File: config.mk
export PLATFORM = sky130hd
export DESIGN_NAME = chi_txflit_link
export DESIGN_NICKNAME = d
export VERILOG_FILES = /design/src/rtl/chi_tx_pkg.sv /design/src/rtl/chi_tx_crd_cnt.sv /design/src/rtl/chi_txflit_link.sv
export SDC_FILE = /design/constraint.sdc
export NUM_CORES = 1
export LEC_CHECK = 0
export CAP_MARGIN = 15
export CORE_ASPECT_RATIO = 0.8
export CORE_MARGIN = 8
export CORE_UTILIZATION = 41
export DETAILED_ROUTE_END_ITERATION = 8
export GPL_TIMING_DRIVEN = 1
export PLACE_DENSITY = 0.8
export SYNTH_ARGS = -nofsm -noshare
export SYNTH_HDL_FRONTEND = slang
export SYNTH_HIERARCHICAL = 1
export SYNTH_SLANG_ARGS = --single-unit
File: constraint.sdc
create_clock -name clk -period 3.1 [get_ports clk]
set_input_delay 0.31 -clock clk [delete_from_list [all_inputs] [get_ports clk]]
set_output_delay 0.31 -clock clk [all_outputs]
set_load 0.05 [all_outputs]
File: src/rtl/chi_tx_pkg.sv
// Shared types and constants for the CHI TX flit link.
// Holds FSM encoding, credit width and the credit-limit check.
package chi_tx_pkg;

  localparam int CRD_W = 4;

  typedef enum logic [1:0] {
    ST_IDLE  = 2'd0,
    ST_RUN   = 2'd1,
    ST_DRAIN = 2'd2
  } tx_state_t;

  function automatic bit crd_max_ok(input int m);
    return (m > 0) && (m < (1 << CRD_W));
  endfunction

endpackage

File: src/rtl/chi_tx_crd_cnt.sv
// Saturating L-credit counter with sticky overflow flag.
// A clear drops all credits while the link is stopped.
module chi_tx_crd_cnt
  import chi_tx_pkg::*;
#(
  parameter int MAX_CRD = 15
) (
  input  logic             clk,
  input  logic             rst,
  input  logic             inc,
  input  logic             dec,
  input  logic             clr,
  output logic [CRD_W-1:0] cnt,
  output logic             err
);

  localparam logic [CRD_W-1:0] MAXV =
    CRD_W'(MAX_CRD);

  always_ff @(posedge clk) begin
    if (rst) begin
      cnt <= '0;
      err <= 1'b0;
    end else if (clr) begin
      cnt <= '0;
    end else if (inc && !dec) begin
      if (cnt == MAXV) begin
        err <= 1'b1;
      end else begin
        cnt <= cnt + 1'b1;
      end
    end else if (dec && !inc) begin
      cnt <= cnt - 1'b1;
    end
  end

endmodule

File: src/rtl/chi_txflit_link.sv
// Streams stored flits from RAM port B onto the CHI TX link.
// Credits are reserved at read issue, so the read pipe never stalls.
module chi_txflit_link
  import chi_tx_pkg::*;
#(
  parameter int AWIDTH     = 12,
  parameter int FLIT_WIDTH = 128,
  parameter int RAM_LAT    = 2,
  parameter int MAX_CRD    = 15
) (
  input  logic                  clk,
  input  logic                  rst,
  input  logic                  req_valid,
  output logic                  req_ready,
  input  logic [AWIDTH-1:0]     req_addr,
  input  logic [AWIDTH:0]       req_count,
  output logic                  done,
  output logic                  crd_err,
  output logic                  ram_en_b,
  output logic [AWIDTH-1:0]     ram_addr_b,
  output logic                  ram_oreg_ce_b,
  input  logic [FLIT_WIDTH-1:0] ram_rd_data_b,
  input  logic                  link_active,
  input  logic                  txlcrdv,
  output logic                  txflitpend,
  output logic                  txflitv,
  output logic [FLIT_WIDTH-1:0] txflit,
  output logic [CRD_W-1:0]      crd_avail
);

  if (!crd_max_ok(MAX_CRD) ||
      !(RAM_LAT == 1 || RAM_LAT == 2)) begin : g_bad
    $error("chi_txflit_link: bad parameter");
  end

  tx_state_t          state;
  tx_state_t          state_nxt;
  logic [AWIDTH-1:0]  addr_q;
  logic [AWIDTH:0]    rem_q;
  logic [RAM_LAT-1:0] vld_sr;
  logic               issue;
  logic               accept;
  logic               in_flight;
  logic               drain_end;
  logic               last_iss;

  assign in_flight = |vld_sr;
  assign issue     = (state == ST_RUN) &&
                     link_active &&
                     (crd_avail != '0);
  assign accept    = (state == ST_IDLE) &&
                     req_valid &&
                     (req_count != '0);
  assign last_iss  = issue &&
                     (rem_q == (AWIDTH+1)'(1));
  assign drain_end = (state == ST_DRAIN) &&
                     !in_flight && txflitv;

  always_ff @(posedge clk) begin
    if (rst) begin
      state <= ST_IDLE;
    end else begin
      state <= state_nxt;
    end
  end

  always_comb begin
    state_nxt = state;
    unique case (state)
      ST_IDLE:  if (accept)    state_nxt = ST_RUN;
      ST_RUN:   if (last_iss)  state_nxt = ST_DRAIN;
      ST_DRAIN: if (drain_end) state_nxt = ST_IDLE;
      default:                 state_nxt = ST_IDLE;
    endcase
  end

  always_ff @(posedge clk) begin
    if (rst) begin
      addr_q <= '0;
      rem_q  <= '0;
    end else if (accept) begin
      addr_q <= req_addr;
      rem_q  <= req_count;
    end else if (issue) begin
      addr_q <= addr_q + 1'b1;
      rem_q  <= rem_q - 1'b1;
    end
  end

  // Bit k set: a read issued k+1 cycles ago.
  always_ff @(posedge clk) begin
    if (rst) begin
      vld_sr  <= '0;
      txflitv <= 1'b0;
      txflit  <= '0;
      done    <= 1'b0;
    end else begin
      vld_sr  <= RAM_LAT'({vld_sr, issue});
      txflitv <= vld_sr[RAM_LAT-1];
      done    <= drain_end;
      if (vld_sr[RAM_LAT-1]) begin
        txflit <= ram_rd_data_b;
      end
    end
  end

  chi_tx_crd_cnt #(
    .MAX_CRD (MAX_CRD)
  ) u_crd (
    .clk (clk),
    .rst (rst),
    .inc (txlcrdv),
    .dec (issue),
    .clr (!link_active && !in_flight),
    .cnt (crd_avail),
    .err (crd_err)
  );

  assign req_ready     = (state == ST_IDLE);
  assign ram_en_b      = issue;
  assign ram_addr_b    = addr_q;
  assign ram_oreg_ce_b = 1'b1;
  assign txflitpend    = (state == ST_RUN) ||
                         in_flight || txflitv;

endmodule

* Word level (Yosys, flattened, before mapping)
Cells that the tools add are included.
** Word-level totals
- Register bits after elaboration :: 164
** Cells by class
- Add/sub/neg operators :: 4
- Equal/unequal tests :: 8
- Multiplexer cells :: 11
- Bitwise operators :: 1
- Reductions and logical operators :: 26
** Operators with widths (number)
- $mux W13 :: 2
- $mux W12 :: 2
- $eq A13 B1 Y1 const B :: 1
- $reduce_bool A13 Y1 :: 1
- $sub A13 B1 Y13 const B :: 1
- $add A12 B1 Y12 const B :: 1
- $mux W4 :: 3
- $logic_and A1 B1 Y1 :: 10
- $mux W2 :: 3
- $ne A2 B2 Y1 const B :: 3
- $pmux W2 S3 :: 1
- $reduce_and A3 Y1 :: 2
- $add A4 B1 Y4 const B :: 1
- $eq A4 B4 Y1 const B :: 1
- $logic_not A1 Y1 :: 4
- $reduce_bool A2 Y1 :: 2
- $reduce_bool A4 Y1 :: 1
- $reduce_or A2 Y1 :: 2
- $sub A4 B1 Y4 const B :: 1
- $eq A2 B1 Y1 const B :: 1
- $eq A2 B2 Y1 const B :: 1
- $logic_not A2 Y1 :: 1
- $logic_or A1 B1 Y1 :: 2
- $ne A2 B1 Y1 const B :: 1
- 2 further kinds :: 2

* Logic depth before layout (Yosys ltp)
Gate-level depths: netlist of run 1.
- Depth after elaboration :: 7
- Gate-level depth with buffers :: 10
- Depth with buffers taken out :: 9

* Cells and area by module
The synthesis of run 1 kept the hierarchy.
** Modules (own cells, without submodules)
- chi_txflit_link :: instances 1, cells an instance 620, area an instance 6165.9 µm², seq. area each 3183.1 µm²
- chi_tx_crd_cnt :: instances 1, cells an instance 29, area an instance 314.1 µm², seq. area each 100.1 µm²

* Least setup slack after synthesis of run 1
OpenSTA, ideal clock, no wires.
- Path kind :: register to register
- Start point :: register u_crd.cnt[1]
- End point :: register u_crd.cnt[3]
- Arrival time :: 3.090 ns
- Data required time :: 2.959 ns
- Setup slack :: -0.131 ns
- Cell stages (with the launch flop) :: 11
- Path buffers :: 1
- Period minus slack after synthesis :: 3.231 ns
- Cells stage by stage :: dfxtp_1 -> o41a_1 -> nand2_1 -> inv_1 -> clkbuf_1 -> nand2b_4 -> ha_1 -> a21oi_1 -> and3_1 -> o21ai_0 -> nor4b_2
** On the way
- Word-level cells in the longest chain between the ends :: 6
- Elaborated cells between the ends (all ways) :: 14
- Those cells by class :: add/sub: 2; eq/ne: 2; mux: 3; reduce/logical: 7
** RTL lines
- start, declared :: RTL line chi_tx_crd_cnt.sv:13 : output logic [CRD_W-1:0] cnt,
- start signal, assigned :: RTL line chi_tx_crd_cnt.sv:30 : cnt <= cnt + 1'b1;
- start signal, assigned :: RTL line chi_tx_crd_cnt.sv:33 : cnt <= cnt - 1'b1;
- $reduce_bool A4 Y1 (*) :: RTL line chi_txflit_link.sv:50 : (crd_avail != '0);
- $logic_and A1 B1 Y1 (*) :: RTL line chi_txflit_link.sv:49 : link_active &&
- net ram_en_b :: RTL line chi_txflit_link.sv:19 : output logic ram_en_b,
- $logic_not A1 Y1 :: RTL line chi_tx_crd_cnt.sv:26 : end else if (inc && !dec) begin
- $logic_and A1 B1 Y1 :: RTL line chi_tx_crd_cnt.sv:26
- $ne A2 B2 Y1 (no source line) or $reduce_bool A2 Y1 (tied branches)
- $reduce_and A2 Y1 (no source line)
The timed path passes the listed nets; every way through them passes the cells marked *. The select of a mux whose other input is x is not followed.
A chain may end at the register's enable or synchronous reset.

* Worst setup path after layout of run 1
- Start point :: register u_crd.cnt[0]
- End point :: register u_crd.cnt[3]
** On the way
- Word-level cells in the longest chain between the ends :: 6
- Elaborated cells between the ends (all ways) :: 14
- Those cells by class :: add/sub: 2; eq/ne: 2; mux: 3; reduce/logical: 7
** RTL lines
- parallel branches: the longest is 6 deep, another holds $sub A4 B1 Y4
Several ways; the timed one is not identified. The select of a mux whose other input is x is not followed.

==> flow_metrics.py, run 1 <==
metrics = {
    "outcome": {
        "status": "finished, final reports clean",
    },
    "detailed_routing": {
        "drt_pass1_iterations": 4,
        "drc": 0,
        "routed_wl_um": 20900,
        "drtIter0Drc": 339,
        "vias": 5885,
        "wl_per_cell_um": 17.8,
        "ant_nets": 0,
        "viasPerCell": 5.03,
    },
    "critical_path": {
        "reg2reg_slack_ps": 550,
        "criticalPathCategory": "flip-flop to flip-flop",
        "worstPathRequired_ps": 3370,
        "worst_setup_path_start_kind": "flip-flop",
        "r2r-start": "u_crd/cnt[0]",
        "critPathArrivalTime_ps": 2820,
        "startpoint": "u_crd/cnt[0]",
        "critical_path.endpoint": "u_crd/cnt[3]",
        "r2r_cells": 9,
        "crit_path_end_kind": "flip-flop",
        "cp_max_fo": 7,
        "worst_r2r_endpoint": "u_crd/cnt[3]",
    },
    "grt": {
        "use_met3_pct": 8.34,
        "grt_util_all_layers_pct": 20.3,
        "grt_max_degree": 95,
        "grt_util_met2_pct": 33.1,
        "grt.overflow.total": 0,
        "grt_pass1_vias": 5975,
        "antenna_found_initial": 0,
        "grt_pass1_wl_um": 32300,
        "grtUsageMet1_pct": 23.7,
        "grt.busiest_layer": "met2",
    },
    "timing": {
        "final-setup-viol-count": 0,
        "fin_crit_sh_pct": 82.2,
        "tns_ps": 0,
        "tightestPinTransition_ps": 664,
        "max_freq_mhz": 393,
        "slew_viol_final": 0,
        "max_slew_margin_pct": 55.7,
        "hold_viol_final": 0,
        "rsz0062_at_grt": "no",
        "whs_ps": 380,
        "fin_crit_ps": 2550,
        "fin_skew_ps": 8.89,
    },
    "yosys": {
        "synth_edf_count": 0,
        "synth.top_cells.by_count": "dfxtp_1 (164), nor2_1 (138), mux2i_1 (130)",
        "yosysSeqAreaShare_pct": 50.7,
        "yosysUniqueCellTypes": 54,
        "synthArstFlopShare_pct": 0,
        "synth.cell_area_um2": 6480,
        "synth_top_flop_cell": "dfxtp_1",
        "synth-seq-cells": 164,
        "synth_top_cell_area_share_pct": 50.7,
        "yosys_warnings": 6,
        "ys_top_cells_by_area": "dfxtp_1 (51%), mux2i_1 (20%), nor2_1 (8.0%)",
        "syn_nets": 813,
        "syn_avg_cell_area_um2": 9.98,
        "syn_inst": 649,
        "synth_top_cell_by_area": "dfxtp_1",
        "yosysMostFrequentCell": "dfxtp_1",
    },
    "power": {
        "p_leak_nw": 3.56,
        "vdd_ir_drop_max_v": 0.000361,
        "pwr_density_cell_nw_per_um2": 473,
        "total_power_mw": 4.89,
    },
    "clock_tree": {
        "cts_resized": 0,
        "clk_latency_ps": 420,
        "clkTransAtPathRegs_ps": 70,
        "cts_hold_buf": 0,
        "cts_setup_buffers": 0,
        "cts-root-buf": "clkbuf_16",
        "htreeDepth": 4,
        "cts_tree": "done",
        "clock-sinks": 164,
        "cts_buffer_depth": 2,
        "cts_made_buffers": 17,
    },
    "finish": {
        "finalNetCount": 1106,
        "final_cell_count_no_fill": 1169,
        "fill_cells": 1284,
        "syn_to_final_growth_pct": 59.5,
        "final_layout_size_suffix_gt1_share_pct": 6.18,
        "n_antenna_cell": 0,
    },
    "job": {
        "cap_violations": 0,
    },
    "worst_hold_path": {
        "hold_path_class": "input pin to flip-flop",
        "hp-start": "rst",
    },
    "placement": {
        "dp_hpwl_um": 15500,
        "dp.cells": 1138,
        "port_buffers": 307,
        "place_congestion": 0.795,
    },
    "die": {
        "ios": 309,
        "fp-row-count": 41,
        "die_w_um": 157,
        "initial_utilization_pct": 41.6,
        "dieArea_um2": 20100,
        "die_h_um": 128,
        "core_region_area_um2": 15600,
    },
}
[through the flow]
stage | area, µm² | utilization [%] | setup WS, ps
after detailed placement | 9760 | 62.6 | 534
after global placement | 9760 | 62.6 | 616
after global routing | 10300 | 66.3 | 465
final | 10300 | 66.3 | 553
after CTS | 10300 | 66.3 | 546
after floorplan | 6480 | - | 226
[worst min-delay path by stage]
stage	endpoint	slack, ps	depth (start not counted)
after floorplan	u_crd/err	380	1
after global placement	rem_q[7]	470	2
after detailed placement	rem_q[7]	470	2
after CTS	txflit[100]	380	2
after global routing	txflit[100]	400	2
final	txflit[6]	380	2
[cells by family after synthesis]
family / synth area share (%)
buffers and inverters: 2.72
XOR/XNOR: 0.541
adder cells (fa/ha/maj): 1.27
AO/OA/AOI/OAI: 8.38
multiplexers: 20.1
other: 0.0579
AND/OR/NAND/NOR: 16.3
flip-flops: 50.7
[metal layers]
metal  wire (µm)  vias to the layer above
met5           0                        -
met4         368                        0
met3        1910                       24
met2        9880                      217
met1        8700                     2765
li1            -                     2879
[cell type report]
class                   count  area, µm²  share of cell area (%)
clock buffers              21        450                    4.36
clock inverters            10        123                    1.19
inverters                   4       15.0                   0.145
multi-input cells         439       3020                    29.2
flip-flops and latches    164       3290                    31.8
well taps                 215        269                    2.60
repair buffers            316       3170                    30.7
[worst max-delay path, stage by stage, from the launching register on]
cell and delay [ps]:
dfxtp_1 400, o41a_1 540, nand2_1 120, inv_1 50, nand2b_4 170, ha_1 340
a21oi_1 250, and3_1 240, o21ai_0 110, nor4b_2 170
[where the power goes]
group | internal (mW) | switching, mW | total, mW
Sequential | 2.15 | 0.0446 | 2.19
Clock | 1.21 | 0.865 | 2.08
Combinational | 0.321 | 0.294 | 0.615
Total | 3.68 | 1.20 | 4.89
[layout by cell type (no fill, tap or decap), types with 8 or more instances in the layout]
| cell | n |
|---|---|
| buf_4 | 8 |
| dfxtp_1 | 163 |
| mux2i_1 | 130 |
| o21ai_0 | 8 |
| a31oi_1 | 13 |
| a21oi_1 | 14 |
| nand2_1 | 13 |
| clkbuf_16 | 17 |
| nand3_1 | 11 |
| o221ai_1 | 9 |
| nor3_1 | 10 |
| nor2_1 | 138 |
| clkdlybuf4s50_1 | 305 |
| o211ai_1 | 8 |
[flip-flops by register name, indices dropped and copies added, names as in the netlist]
register	cells
done	1
ram_addr_b	12
rem_q	13
state	2
txflit	128
txflitv	1
u_crd/cnt	4
u_crd/err	1
vld_sr	2
Power figures use the tool's default switching activity.
==> run 2, diff against run 1 <==
--- a/config.mk
+++ b/config.mk
@@ -8,10 +8,10 @@
 export CAP_MARGIN = 15
 export CORE_ASPECT_RATIO = 0.8
 export CORE_MARGIN = 8
-export CORE_UTILIZATION = 41
+export CORE_UTILIZATION = 37
 export DETAILED_ROUTE_END_ITERATION = 8
 export GPL_TIMING_DRIVEN = 1
-export PLACE_DENSITY = 0.8
+export PLACE_DENSITY = 0.77
 export SYNTH_ARGS = -nofsm -noshare
 export SYNTH_HDL_FRONTEND = slang
 export SYNTH_HIERARCHICAL = 1
==> constraint.sdc (replaced) <==
create_clock -name clk -period 2.2 [get_ports clk]
set_input_delay 0.22 -clock clk [delete_from_list [all_inputs] [get_ports clk]]
set_output_delay 0.22 -clock clk [all_outputs]
set_load 0.05 [all_outputs]
==> run 2 against run 1 <==
Net effect: final area is 1.8% higher; global-route usage is 1.9 points lower; count of clock-buffer cells in the layout is 3 lower; clock skew is 4.1 ps higher; cell count is 2.1% higher; register-to-register slack worse by 450 ps; clock power is 39% higher; sequential cell count stayed put.
==> flow_metrics.py, run 2 (same netlist as run 1, synthesis figures left out) <==
metrics = {
    "outcome": {
        "status": "finished, final reports clean",
    },
    "placement": {
        "port_buffers": 307,
        "dp_hpwl_um": 15600,
        "place_congestion": 0.808,
    },
    "finish": {
        "n_antenna_cell": 0,
        "largest_reg_flops": 128,
        "top_register": "txflit",
        "multiInputGateArea_um2": 3040,
        "fill_cells": 1422,
        "final_layout_size_suffix_gt1_share_pct": 8.68,
        "final_cell_mix": "clkdlybuf4s50_1 (304), dfxtp_1 (159), nor2_1 (138), mux2i_1 (130), buf_4 (18)",
        "final_common_cell": "clkdlybuf4s50_1",
        "syn_to_final_growth_pct": 62.3,
        "seq_area_um2": 3300,
        "finalNetCount": 1119,
    },
    "detailed_routing": {
        "viasPerCell": 4.90,
        "drtIter0Drc": 301,
        "wl_per_cell_um": 17.5,
        "routed_wl_um": 20900,
        "vias": 5847,
        "drt_pass1_iterations": 4,
        "ant_nets": 0,
        "drc": 0,
    },
    "die": {
        "core_region_area_um2": 17300,
        "ios": 309,
        "initial_utilization_pct": 37.5,
        "die_h_um": 134,
        "fp-row-count": 43,
        "dieArea_um2": 22000,
        "die_w_um": 164,
    },
    "critical_path": {
        "crit_path_end_kind": "flip-flop",
        "criticalPathCategory": "flip-flop to flip-flop",
        "worst_setup_path_start_kind": "flip-flop",
        "critPathArrivalTime_ps": 2410,
        "cp_max_fo": 4,
        "worstPathRequired_ps": 2520,
    },
    "clock_tree": {
        "clk_latency_ps": 420,
        "cts_made_buffers": 17,
        "cts_buffer_depth": 2,
        "cts_tree": "done",
        "htreeDepth": 4,
        "clkTransAtPathRegs_ps": 70,
        "cts-root-buf": "clkbuf_16",
        "cts_hold_buf": 0,
        "cts_setup_buffers": 0,
        "cts_resized": 0,
        "clock-sinks": 164,
    },
    "grt": {
        "grt_util_all_layers_pct": 18.4,
        "grt.overflow.total": 0,
        "grt_pass1_wl_um": 32300,
        "grt_max_degree": 86,
        "grt_pass1_vias": 5918,
        "antenna_found_initial": 0,
    },
    "timing": {
        "whs_ps": 168,
        "fin_crit_sh_pct": 95.1,
        "final-setup-viol-count": 0,
        "max_slew_margin_pct": 58.9,
        "tightestPinTransition_ps": 614,
        "max_freq_mhz": 478,
        "tns_ps": 0,
        "rsz0062_at_grt": "yes",
        "fin_skew_ps": 13.0,
        "fin_crit_ps": 2090,
        "slew_viol_final": 0,
        "hold_viol_final": 0,
    },
    "power": {
        "pwr_density_cell_nw_per_um2": 654,
        "vdd_ir_drop_max_v": 0.000432,
        "total_power_mw": 6.88,
        "p_leak_nw": 3.64,
    },
    "job": {
        "cap_violations": 0,
    },
    "worst_hold_path": {
        "hold_path_class": "input pin to flip-flop",
    },
}
==> run 2: changes by cell type in the layout (fill, tap and decap cells not counted), sizes merged <==
cell / before / now
clkinv: 3 / 4
clkbuf: 21 / 18
buf: 11 / 25
inv: 8 / 12
bufinv: 2 / 1
clkdlybuf4s50: 305 / 304
==> run 2: final cells by class <==
type | count | share of cell area [%]
Multi-Input combinational cell | 439 | 28.9
Tap cell | 225 | 2.68
Inverter | 4 | 0.143
Clock buffer | 18 | 4.08
Sequential cell | 164 | 31.3
Clock inverter | 14 | 1.33
Timing Repair Buffer | 329 | 31.5
==> run 2: path summary, 6_finish.rpt <==
check	startpoint	end	slack (ps)	cells after the start
max	u_crd/cnt[2]	u_crd/cnt[3]	110	9
min	rst	txflit[104]	170	2
max reg2reg	u_crd/cnt[2]	u_crd/cnt[3]	110	9
min reg2reg	vld_sr[0]	vld_sr[1]	480	1
==> run 2: worst max-delay path, stage by stage (launching register included) <==
cell and delay (ps):
dfxtp_4 340, o41a_1 450, nand2_1 110, inv_2 40, nand2b_4 160, ha_4 290, nand3_1 110, a211oi_2 230
nor3_1 80, nor4b_2 200
==> run 2: layer usage <==
metal	GRT usage, %	share of wire (%)	vias up
li1	-	-	2897
met5	0	0	-
met3	9.16	11	12
met4	4.69	0.87	0
met2	29.4	46	210
met1	21.5	42	2728
==> run 2: metrics by stage <==
| step | cell area (µm²) | setup slack (ps) | utilization, % | instances |
|---|---|---|---|---|
| global placement | 9950 | 90.8 | 57.6 | 1161 |
| detailed placement | 9950 | 95.9 | 57.6 | 1161 |
| floorplan | 6530 | -210 | - | 649 |
| global route | 10500 | -34.6 | 60.9 | 1193 |
| CTS | 10500 | 101 | 60.9 | 1193 |
| finish | 10500 | 107 | 60.9 | 1193 |
==> run 2: report_power, final <==
group / switching (mW) / internal [mW] / leakage [nW]
clock network: 1.30 / 1.60 / 0.280
registers: 0.0589 / 3.03 / 1.33
logic: 0.425 / 0.475 / 2.03
